--- src/rtl/hs_pkg.sv ---
// Shared types and helpers for the handshake round-robin arbiter.
package hs_pkg;

  // Arbiter FSM: one arbitration cycle, then a bounded grant.
  typedef enum logic [0:0] {
    StIdle = 1'b0,
    StBusy = 1'b1
  } state_e;

  // Handshake defaults shared by the arbiter and its users.
  localparam int unsigned DefaultN     = 4;
  localparam int unsigned DefaultWidth = 8;
  localparam int unsigned DefaultBurst = 4;

  // Index width for n sources; never narrower than one bit.
  function automatic int unsigned idw(input int unsigned n);
    return (n <= 1) ? 1 : $clog2(n);
  endfunction

endpackage

--- src/rtl/hs_rr_pick.sv ---
// Rotating-priority picker: first set request at or after ptr, wrapping at N.
module hs_rr_pick
  import hs_pkg::*;
#(
  parameter int unsigned N   = DefaultN,
  parameter int unsigned IDW = idw(N)
) (
  input  logic [N-1:0]   req,
  input  logic [IDW-1:0] ptr,
  output logic           any,
  output logic [IDW-1:0] idx
);

  // Walk the N positions starting at ptr; the first hit wins.
  always_comb begin
    int unsigned j;
    any = 1'b0;
    idx = '0;
    for (int unsigned k = 0; k < N; k++) begin
      j = int'(ptr) + k;
      if (j >= N) j = j - N;
      if (!any && req[j]) begin
        any = 1'b1;
        idx = IDW'(j);
      end
    end
  end

endmodule

--- src/rtl/hs_rr_arbiter.sv ---
// Round-robin arbiter sharing one valid/ready sink between N sources, with a
// one-entry registered output stage tagged by source index.
module hs_rr_arbiter
  import hs_pkg::*;
#(
  parameter int unsigned N     = DefaultN,
  parameter int unsigned WIDTH = DefaultWidth,
  parameter int unsigned BURST = DefaultBurst,
  localparam int unsigned IDW  = idw(N)
) (
  input  logic               clk,
  input  logic               s_rst,
  input  logic [N-1:0]       s_vaild,
  input  logic [N*WIDTH-1:0] s_data,
  output logic [N-1:0]       s_ready,
  output logic               m_vaild,
  output logic [WIDTH-1:0]   m_data,
  output logic [IDW-1:0]     m_id,
  input  logic               m_ready
);

  localparam int unsigned CntW = $clog2(BURST + 1);

  state_e           state_q, state_d;
  logic [IDW-1:0]   ptr_q, ptr_d;
  logic [IDW-1:0]   gnt_q, gnt_d;
  logic [CntW-1:0]  cnt_q, cnt_d;
  logic             m_vaild_d;
  logic [WIDTH-1:0] m_data_d;
  logic [IDW-1:0]   m_id_d;

  logic             pick_any;
  logic [IDW-1:0]   pick_idx;
  logic [WIDTH-1:0] src_data [N];
  logic             gnt_ready;
  logic             xfer;

  hs_rr_pick #(
    .N   (N),
    .IDW (IDW)
  ) u_pick (
    .req (s_vaild),
    .ptr (ptr_q),
    .any (pick_any),
    .idx (pick_idx)
  );

  // Unpack the flat source payload bus.
  always_comb begin
    for (int unsigned i = 0; i < N; i++) begin
      src_data[i] = s_data[i*WIDTH +: WIDTH];
    end
  end

  // Granted source sees ready whenever the output slot is empty or draining.
  always_comb begin
    gnt_ready = ~m_vaild | m_ready;
    s_ready   = '0;
    if (state_q == StBusy) s_ready[gnt_q] = gnt_ready;
    xfer      = (state_q == StBusy) && s_vaild[gnt_q] && gnt_ready;
  end

  // Next-state: arbitration, burst counting, pointer advance and output stage.
  always_comb begin
    state_d   = state_q;
    ptr_d     = ptr_q;
    gnt_d     = gnt_q;
    cnt_d     = cnt_q;
    m_vaild_d = m_vaild;
    m_data_d  = m_data;
    m_id_d    = m_id;

    unique case (state_q)
      StIdle: begin
        if (pick_any) begin
          state_d = StBusy;
          gnt_d   = pick_idx;
          cnt_d   = '0;
        end
      end
      StBusy: begin
        // A dropped valid ends the grant without a transfer.
        if (!s_vaild[gnt_q] || (xfer && cnt_q == CntW'(BURST - 1))) begin
          state_d = StIdle;
          ptr_d   = (gnt_q == IDW'(N - 1)) ? '0 : gnt_q + 1'b1;
        end
        if (xfer) cnt_d = cnt_q + 1'b1;
      end
      default: state_d = StIdle;
    endcase

    // A load wins over a drain so back-to-back beats keep m_vaild high.
    if (xfer) begin
      m_vaild_d = 1'b1;
      m_data_d  = src_data[gnt_q];
      m_id_d    = gnt_q;
    end else if (m_vaild && m_ready) begin
      m_vaild_d = 1'b0;
    end
  end

  // State and output registers with synchronous reset.
  always_ff @(posedge clk) begin
    if (s_rst) begin
      state_q <= StIdle;
      ptr_q   <= '0;
      gnt_q   <= '0;
      cnt_q   <= '0;
      m_vaild <= 1'b0;
      m_data  <= '0;
      m_id    <= '0;
    end else begin
      state_q <= state_d;
      ptr_q   <= ptr_d;
      gnt_q   <= gnt_d;
      cnt_q   <= cnt_d;
      m_vaild <= m_vaild_d;
      m_data  <= m_data_d;
      m_id    <= m_id_d;
    end
  end

endmodule

--- config.mk ---
export PLATFORM = sky130hd
export DESIGN_NAME = hs_rr_arbiter
export DESIGN_NICKNAME = d
export VERILOG_FILES = /design/src/rtl/hs_pkg.sv /design/src/rtl/hs_rr_pick.sv /design/src/rtl/hs_rr_arbiter.sv
export SDC_FILE = /design/constraint.sdc
export NUM_CORES = 1
export LEC_CHECK = 0
export ABC_AREA = 1
export CORE_UTILIZATION = 35
export CTS_CLUSTER_DIAMETER = 200
export DETAILED_ROUTE_END_ITERATION = 8
export GPL_TIMING_DRIVEN = 0
export PLACE_DENSITY = 0.67
export SYNTH_ARGS = -nofsm -noshare
export SYNTH_HDL_FRONTEND = slang
export SYNTH_SLANG_ARGS = --single-unit
export TNS_END_PERCENT = 50
--- constraint.sdc ---
create_clock -name clk -period 1.95 [get_ports clk]
set_input_delay 0.39 -clock clk [delete_from_list [all_inputs] [get_ports clk]]
set_output_delay 0.39 -clock clk [all_outputs]
set_load 0.005 [all_outputs]
**Word-level counts from Yosys, hierarchy flattened**

Index checks and enable logic that the tools add are counted.

- Add/subtract/negate cells: 9
- Magnitude comparators: 11
- Eq/ne operators: 4
- Multiplexer cells: 37
- Bitwise logic cells: 5
- Reduce and logical (&&, ||, !) cells: 17

Operator list:

| operator | count |
|---|---|
| $lt 32x3->1 const B | 4 |
| $mux 32 | 4 |
| $ge 32x3->1 const B | 3 |
| $sub 32x3->32 const B | 3 |
| $bmux 8 s2 | 1 |
| $mux 8 | 2 |
| $mux 1 | 14 |
| $bmux 1 s2 | 5 |
| $mux 2 | 5 |
| $logic_and 1x1->1 | 8 |
| $add 2x2->3 const B | 2 |
| $mux 3 | 2 |
| $pmux 3 s2 | 1 |
| $reduce_and 2->1 | 3 |
| $and 4x4->4 | 1 |
| $logic_not 1->1 | 4 |
| $mux 4 | 1 |
| $sub 2x3->4 const B | 1 |
| $add 2x1->3 const B | 1 |
| $add 3x1->3 const B | 1 |
| $eq 3x2->1 const B | 1 |
| $ge 2x3->1 const B | 1 |
| $ge 3x3->1 const B | 1 |
| $lt 2x3->1 const B | 1 |
| 12 further kinds | 13 |

- Register bits after elaboration: 19
- Input bits: 39
- Output and inout bits: 15
- Logic and storage cells: 90

**Logic depth before layout (Yosys ltp)**

Gate-level depths: netlist of the first run.

- Depth after elaboration: 16
- Gate-level depth with buffers: 11
- Depth with buffers taken out: 11

**Cells and area by module**

A second synthesis of the first run with hierarchy kept.

- Cells, all modules: 237
- Area total of the unflattened synthesis: 1510.2 um^2

Modules (own cells, without submodules):

| module | instances | cells each | area each (um^2) | seq. area each (um^2) |
|---|---|---|---|---|
| hs_rr_arbiter | 1 | 178 | 1191.1 | 380.4 |
| hs_rr_pick | 1 | 59 | 319.1 | 0.0 |

**Least setup slack after synthesis of the first run**

No wires, ideal clock.

- Path kind: register -> output
- Start point: register gnt_q[0]
- End point: output s_ready[0]
- Arrival: 1173 ps
- Data required time: 1560 ps
- Path slack: 387 ps
- Cell stages (with the launch flop): 7
- Path buffers: 2
- Cells stage by stage: dfxtp_1 buf_2 inv_1 clkbuf_1 ha_1 nand2_1 nor2_1

- Word-level cells in the longest chain between the ends: 6
- Elaborated cells on any way between the ends: 7

Ends and longest elaborated chain:

| item | RTL line | source |
|---|---|---|
| start: declaration | hs_rr_arbiter.sv:26 | `logic [IDW-1:0] gnt_q, gnt_d;` |
| start signal: assignment | hs_rr_arbiter.sv:115 | `gnt_q <= gnt_d;` |
| $lt 2x3->1 (implied by the code) or $ge 2x1->1 (tied branches) | hs_rr_arbiter.sv:59 | `if (state_q == StBusy) s_ready[gnt_q] = gnt_ready;` |
| $logic_and 1x1->1 (implied by the code) | hs_rr_arbiter.sv:59 |  |
| $mux 1 (implied by the code) | hs_rr_arbiter.sv:59 |  |
| $demux 1 s2 (*) | hs_rr_arbiter.sv:59 |  |
| $and 4x4->4 (no line) (*) | -- |  |
| $mux 4 (*) | hs_rr_arbiter.sv:59 |  |
| end: declaration | hs_rr_arbiter.sv:15 | `output logic [N-1:0] s_ready,` |

Mark *: on every way between the ends. The rest lies on a longest branch, timed or not.

**Worst setup path after layout of the first run**

Same ends and word-level chain as after synthesis.

==> results of run 1 <==
-- state kept, by name, summed over array words and instances, names as in the netlist --
register and count:
m_id 2, cnt_q 3, m_data 8, state_q 1, gnt_q 2, ptr_q 2
m_vaild 1
-- synth_stat cells --
cell type,number,share of area (%)
buf_6,1,0.86
clkbuf_1,5,1.4
o22ai_1,8,3.8
buf_2,4,1.5
o21ai_1,4,1.5
inv_1,17,4.9
ha_1,6,5.8
nand2_4,2,1.7
nor3_1,1,0.38
dfxtp_1,19,29
o211ai_1,1,0.58
o21ai_0,32,12
a21oi_1,14,5.4
nor2_1,41,12
inv_2,3,0.86
nand3_1,6,2.3
or2_1,1,0.48
nor2_2,1,0.48
nand2_1,38,11
nor2_4,1,0.86
nand2_2,3,1.4
nand3_2,2,1.5
-- through the flow --
stage          hold WS (ps)  setup WS [ps]
2_1_floorplan           432            387
3_5_place_dp            463           -424
6_report                476           52.5
5_1_grt                 506           5.88
3_3_place_gp            452           -447
4_1_cts                 473           12.4
-- metal layers --
metal / wire length [µm] / vias to the layer above / share of wire, % / track usage (%)
met1: 1900 / 702 / 46 / 28.0
met2: 1900 / 43 / 46 / 34.9
met5: 0 / - / 0 / 0
li1: - / 812 / - / -
met4: 69 / 0 / 1.7 / 7.27
met3: 219 / 7 / 5.3 / 5.25
-- logic make-up (layout without fill, tap and decap cells) --
family	after synthesis	after routing
compound gates	59	59
fa+ha+maj	6	6
buf+inv	30	95
flops	19	19
simple gates	96	96
-- power breakdown --
part	internal, mW	switching [mW]	total (mW)
sequential	0.526	0.100	0.626
clock	0.142	0.136	0.279
combinational	0.738	0.876	1.61
-- path summary, 6_finish.rpt --
check        slack, ps                endpoint                   from  cells after the start
max                 50              s_ready[0]  gnt_q[0]$_SDFFE_PP0P_                      7
max reg2reg        240  m_data[5]$_SDFFE_PP0P_  gnt_q[0]$_SDFFE_PP0P_                      9
min                480   cnt_q[0]$_SDFFE_PP0P_  cnt_q[0]$_SDFFE_PP0P_                      1
min reg2reg        480   cnt_q[0]$_SDFFE_PP0P_  cnt_q[0]$_SDFFE_PP0P_                      1
-- cell usage in the layout (no fill, tap or decap), types with 6 or more instances in the layout --
cell type,count
a21oi_1,14
buf_4,9
clkdlybuf4s50_1,49
dfxtp_1,17
ha_1,6
inv_1,16
nand2_1,38
nand3_1,6
nor2_1,41
o21ai_0,32
o22ai_1,8
-- critical path: stages (launching register included) --
cell           delay (ps)
dfxtp_4               360
buf_8                 100
clkinvlp_4             90
buf_4                 160
ha_1                  190
nand2_1                60
nor2_1                 30
dlygate4sd2_1         260
-- cell type report --
class	instances	area share, %
buffer	9	3.57
tap	46	2.83
sequential	19	19.0
clock buffer	3	2.03
clock inverter	1	0.246
multi-input combinational	161	39.3
timing repair buffer	62	29.2
inverter	20	3.88
-- repair_timing --
item	4_1_cts	5_1_grt
endpoints found under the setup margin	4	2
buffers inserted	6	3
gates resized for setup	15	1
hold endpoints to repair	0	0
==> results_dict.tcl, run 1 <==
set metrics [dict create \
    clk_pin_slew_ps 80 \
    final_cell_area_um2 2030 \
    gr-total-overflow 0 \
    grt_max_degree 12 \
    final_core_util_pct 59.1 \
    syn_inst 210 \
    crit_path_end_kind "output port" \
    first_pass_iters 4 \
    ir_drop_mv 0.585 \
    coreArea_um2 3440 \
    setup_viol 0 \
    ys_ff_latch 19 \
    critPathKind "reg -> out" \
    drv_cap 0 \
    row_count 21 \
    crit_arrival_ps 1510 \
    fmax_ghz 0.527 \
    synth_mux_area_share_pct 0 \
    worstSkewPairLatency_ps 260 \
    syn_nets 255 \
    slew_viol_final 0 \
    tightestPinTransition_ps 476 \
    grt_antenna_before_repair 0 \
    crit_required_ps 1560 \
    drive_above_1_share_pct 12.4 \
    multi_input_area_um2 800 \
    cts_tree "built" \
    grt_pass1_vias 1470 \
    cts_made_buffers 3 \
    synth_fa_ha_area_share_pct 5.75 \
    syn_area_um2 1310 \
    synth_top_family_by_area "simple AND/OR/NAND/NOR gates" \
    ctsHoldBuffers 0 \
    rsz0062_at_grt "no" \
    finalHoldViolations 0 \
    period_minus_slack_ps 1900 \
    avgSynthCellArea_um2 6.21 \
    postPlaceCellArea_um2 1890 \
    synth-compound-area-share_pct 23.6 \
    hpwl_mm 2.90 \
    dr.first_iter.drc_count 75 \
    htreeDepth 1 \
    die_w_um 63.1 \
    die_h_um 63.1 \
    wire_per_inst_um 12.8 \
    hp-class "reg -> reg" \
    vias 1564 \
    gp_congestion 0.805 \
    root_buffer "clkbuf_8" \
    finalSetupTns_ps 0 \
    crit_path_start_kind "flip-flop" \
    power.total_mw 2.52 \
    synth_cell_type_count 22 \
    finalNonFillerCells 321 \
    status "complete, no violations" \
    portBuffers 53 \
    seqCellArea_um2 385 \
    io_pins 54 \
    cts_sinks 19 \
    clock_path_buffers 2 \
    synth-seq-area-share_pct 29.1 \
    design.die.area_um2 3980 \
    yosys.area_share.simple_pct 31.9 \
    syn2layout_area_growth_pct 55.8 \
    drc_errors 0 \
    via_per_inst 4.87 \
    cellPowerDensity_nw_per_um2 1240 \
    track_usage_pct 21.7 \
    fin_crit_sh_pct 97.3 \
    fillers 333 \
    yosysWarnings 0 \
    synth-xor-area-share_pct 0 \
    static-leakage-power_nw 0.903 \
    fin_skew_ps 7.11 \
    grt_first_pass_wirelength_mm 6.82 \
    routed_wl_mm 4.09 \
    n_antenna_cell 0 \
    dp.cells 309 \
    worstPathMaxFanout 4 \
    finalNetCount 321 \
    slew_headroom_pct 68.2 \
    start_util_pct 37.9 \
    final_antenna_net_count 0 \
]
Note: power is estimated with default switching activity, not from simulation.
==> run 2: changes to the inputs <==
CORE_UTILIZATION = 43   (was 35)
PLACE_DENSITY = 0.79   (was 0.67)
==> run 2 against run 1 <==
Effect of this change:
- fmax grew 1.5%
- critical endpoint is now s_ready[1]
- clock power shrank 27%
- sequential cell count is the same
==> results_dict.tcl, run 2 (synthesized netlist as in run 1, its figures left out) <==
set metrics [dict create \
    status "complete, no violations" \
    finalHoldViolations 0 \
    p_clk_share_pct 8.5 \
    setup_viol 0 \
    vias 1559 \
    cts_made_buffers 3 \
    grt_antenna_before_repair 0 \
    start_util_pct 46.5 \
    p_sw_mw 1.08 \
    grt_max_degree 11 \
    p_comb_share_pct 65.3 \
    seq_power_share_pct 26.2 \
    htreeDepth 1 \
    tightestPinTransition_ps 460 \
    static-leakage-power_nw 0.881 \
    first_pass_iters 4 \
    ir_drop_mv 0.896 \
    gp_congestion 0.849 \
    wire_per_inst_um 12.8 \
    final_common_cell "clkdlybuf4s50_1" \
    syn2layout_area_growth_pct 51.8 \
    critPathKind "reg -> out" \
    cellPowerDensity_nw_per_um2 1210 \
    final_antenna_net_count 0 \
    hpwl_mm 2.88 \
    fillers 249 \
    track_usage_pct 24.8 \
    crit_path_start_kind "flip-flop" \
    swShare_pct 44.9 \
    cts_sinks 19 \
    largest_register_ffs 8 \
    worstPathMaxFanout 10 \
    root_buffer "clkbuf_4" \
    slew_headroom_pct 69.3 \
    power.total_mw 2.40 \
    die_w_um 57.1 \
    grt_pass1_vias 1384 \
    grt_first_pass_wirelength_mm 6.27 \
    cp_top_family "buffers and inverters" \
    finalNetCount 320 \
    fin_crit_sh_pct 95.8 \
    regMostFlops "m_data" \
    drive_above_1_share_pct 12.4 \
    worstSkewPairLatency_ps 300 \
    crit_arrival_ps 1480 \
    dr.first_iter.drc_count 74 \
    design.die.area_um2 3260 \
    fin_skew_ps 4.10 \
    drv_cap 0 \
    finalSetupTns_ps 0 \
    gr-total-overflow 0 \
    final_cell_mix "clkdlybuf4s50_1 (49), nor2_1 (41), nand2_1 (38)" \
    slew_viol_final 0 \
    hold_slack_ps 476 \
    coreArea_um2 2810 \
    clk_pin_slew_ps 110 \
    path_buf_inv 4 \
    internal-power_mw 1.32 \
    fmax_ghz 0.535 \
    cp_slowest_cell "dfxtp_2" \
    clock_path_buffers 2 \
    routed_wl_mm 3.89 \
    ctsHoldBuffers 0 \
    drc_errors 0 \
    row_count 19 \
    hp-class "reg -> reg" \
    portBuffers 53 \
    crit_chain "buf_6 -> inv_2 -> clkbuf_8 -> ha_1 -> nand2_1 -> nor2_1 -> clkdlybuf4s15_1" \
    n_antenna_cell 0 \
    io_pins 54 \
    setup_slack_ps 81.3 \
    die_h_um 57.1 \
    via_per_inst 5.11 \
    top_regs "m_data x8, cnt_q x3" \
    cts_tree "built" \
    period_minus_slack_ps 1870 \
    crit_path_end_kind "output port" \
    final_core_util_pct 70.6 \
    slowest_delay_ps 370 \
    crit_required_ps 1560 \
    dp_slack_ps -408 \
]
==> run 2: cell types whose count changed in the layout (fill, tap and decap cells not counted), sizes merged <==
cell	previous run	this run
clkbuf	7	9
dlygate4sd2	4	2
buf	14	13
clkdlybuf4s15	0	1
clkinv	1	0
==> run 2: path summary, 6_finish.rpt <==
| path | cells after the start | slack (ps) | from | end |
|---|---|---|---|---|
| setup / recovery | 7 | 80 | gnt_q[1]$_SDFFE_PP0P_ | s_ready[1] |
| setup reg to reg | 9 | 210 | gnt_q[0]$_SDFFE_PP0P_ | m_data[1]$_SDFFE_PP0P_ |
| hold reg to reg | 1 | 480 | cnt_q[0]$_SDFFE_PP0P_ | cnt_q[0]$_SDFFE_PP0P_ |
| hold / removal | 1 | 480 | cnt_q[0]$_SDFFE_PP0P_ | cnt_q[0]$_SDFFE_PP0P_ |
==> run 2: layer usage <==
metal | part of all wire (%) | vias to the layer above | track usage, % | routed length [µm]
li1 | - | 813 | - | -
met1 | 46 | 691 | 32.3 | 1800
met2 | 47 | 47 | 40.7 | 1830
met3 | 5.2 | 8 | 6.35 | 202
met4 | 1.6 | 0 | 6.97 | 61
met5 | 0 | - | 0 | 0
==> run 2: final cells by class <==
type / count / area, µm² / area share (%)
tap: 31 / 38.8 / 1.96
timing repair buffer: 61 / 583 / 29.4
multi-input combinational: 161 / 800 / 40.4
buffer: 9 / 68.8 / 3.47
sequential: 19 / 385 / 19.5
clock buffer: 4 / 26.3 / 1.33
inverter: 20 / 78.8 / 3.98
==> run 2: power groups by stage <==
stage / Sequential (mW) / Combinational [mW] / Clock (mW)
2_1_floorplan: 0.614 / 0.914 / 0
3_3_place_gp: 0.629 / 1.40 / 0
3_5_place_dp: 0.629 / 1.41 / 0
4_1_cts: 0.627 / 1.53 / 0.207
5_1_grt: 0.641 / 1.74 / 0.229
6_report: 0.628 / 1.57 / 0.204
==> run 2: through the flow <==
stage	area (µm²)	instances
2_1_floorplan	1310	210
3_3_place_gp	1870	294
3_5_place_dp	1870	294
4_1_cts	1960	302
5_1_grt	1980	305
6_report	1980	305
==> run 2: repair_timing <==
item                       4_1_cts  5_1_grt
pin swaps                        1        0
setup buffers                    5        3
gates resized for setup         17        2
setup endpoints to repair        4        2
==> run 3: changes to the inputs <==
CORE_MARGIN = 10   (was not set)
==> run 3 against run 2 <==
Effect of this change:
- final cell count did not move
- power rose by 1.3%
- register-to-register slack got worse by 40 ps
- core utilization fell by 0.50 points
- first-iteration DRC count rose by 27%
- fmax rose by 1.2%
- sequential share of layout area barely moved
- critical endpoint is now s_ready[2]
- largest power group unchanged
==> results_dict.tcl, run 3 (synthesized netlist as in run 1, its figures left out) <==
set metrics [dict create \
    gr-total-overflow 0 \
    final_core_util_pct 70.1 \
    grt_max_degree 11 \
    status "complete, no violations" \
    seqCellArea_um2 385 \
    drive_above_1_share_pct 12.8 \
    clk_pin_slew_ps 110 \
    setup_viol 0 \
    ir_drop_mv 0.829 \
    die_h_um 75.1 \
    slew_headroom_pct 67.2 \
    postPlaceCellArea_um2 1870 \
    row_count 19 \
    finalHoldViolations 0 \
    routed_wl_mm 4.52 \
    final_cell_area_um2 1980 \
    multi_input_area_um2 800 \
    final_common_cell "clkdlybuf4s50_1" \
    track_usage_pct 16.2 \
    cellPowerDensity_nw_per_um2 1220 \
    tightestPinTransition_ps 493 \
    crit_path_end_kind "output port" \
    ctsHoldBuffers 0 \
    root_buffer "clkbuf_4" \
    dp_slack_ps -415 \
    setup_slack_ps 103 \
    largest_register_ffs 8 \
    fin_skew_ps 9.03 \
    clock_path_buffers 2 \
    fmax_ghz 0.542 \
    worstPathMaxFanout 4 \
    crit_arrival_ps 1460 \
    htreeDepth 1 \
    hold_slack_ps 481 \
    final_antenna_net_count 0 \
    n_antenna_cell 0 \
    top_regs "m_data x8, cnt_q x3" \
    vias 1564 \
    design.die.area_um2 5640 \
    cts_made_buffers 3 \
    slew_viol_final 0 \
    start_util_pct 46.1 \
    period_minus_slack_ps 1850 \
    via_per_inst 5.13 \
    syn2layout_area_growth_pct 52.0 \
    portBuffers 53 \
    final_cell_mix "clkdlybuf4s50_1 (49), nor2_1 (41), nand2_1 (38)" \
    drc_errors 0 \
    critPathKind "reg -> out" \
    regMostFlops "m_data" \
    hpwl_mm 3.41 \
    worstSkewPairLatency_ps 300 \
    crit_required_ps 1560 \
    io_pins 54 \
    fillers 258 \
    dr.first_iter.drc_count 94 \
    coreArea_um2 2830 \
    die_w_um 75.1 \
    gp_congestion 0.853 \
    drv_cap 0 \
    grt_first_pass_wirelength_mm 7.16 \
    cts_tree "built" \
    finalNetCount 320 \
    first_pass_iters 4 \
    wire_per_inst_um 14.8 \
    hp-class "reg -> reg" \
    grt_pass1_vias 1486 \
    grt_antenna_before_repair 0 \
    finalSetupTns_ps 0 \
    fin_crit_sh_pct 94.7 \
    cts_sinks 19 \
    crit_path_start_kind "flip-flop" \
    static-leakage-power_nw 0.883 \
]
[run 3: changes by cell type in the layout (fill, tap and decap cells not counted), sizes merged]
cell           delta
buf               +1
clkdlybuf4s15     -1
[run 3: through the flow]
step	power, mW	instances
5_1_grt	2.68	305
2_1_floorplan	1.53	210
4_1_cts	2.40	302
3_3_place_gp	2.05	294
3_5_place_dp	2.06	294
6_report	2.43	305
[run 3: cell type report]
class,instances,area share (%)
multi-input combinational,161,40.3
timing repair buffer,61,29.3
buffer,9,3.66
tap,31,1.96
clock buffer,4,1.32
inverter,20,3.97
sequential,19,19.4
[run 3: critical path, stage by stage (launching register included)]
cell           delay, ps
dfxtp_4              370
buf_8                100
clkinvlp_4           110
ha_1                 210
nand2_1               60
nor2_1                30
dlygate4sd2_1        270
[run 3: where the power goes]
part / total [mW] / internal (mW) / switching, mW
registers: 0.621 / 0.525 / 0.0959
clock network: 0.198 / 0.0796 / 0.119
logic: 1.61 / 0.727 / 0.882
[run 3: routing by layer]
| layer | track usage, % | wire length [µm] | up-vias |
|---|---|---|---|
| li1 | - | - | 818 |
| met1 | 19.7 | 1990 | 706 |
| met2 | 28.2 | 2230 | 36 |
| met3 | 4.99 | 259 | 4 |
| met4 | 2.10 | 36 | 0 |
| met5 | 0 | 0 | - |
[run 3: worst paths after layout]
| path | start | end | slack (ps) | cells past startpoint |
|---|---|---|---|---|
| max | gnt_q[0]$_SDFFE_PP0P_ | s_ready[2] | 100 | 6 |
| min | cnt_q[0]$_SDFFE_PP0P_ | cnt_q[0]$_SDFFE_PP0P_ | 480 | 1 |
| max reg2reg | gnt_q[0]$_SDFFE_PP0P_ | m_data[6]$_SDFFE_PP0P_ | 170 | 9 |
| min reg2reg | cnt_q[0]$_SDFFE_PP0P_ | cnt_q[0]$_SDFFE_PP0P_ | 480 | 1 |
[run 3: repair_timing]
item | CTS | global route
gates cloned | 0 | 0
setup endpoints to repair | 4 | 3
resized for setup | 20 | 3
pin swaps | 0 | 0
setup buffers | 5 | 3
hold endpoints to repair | 0 | 0
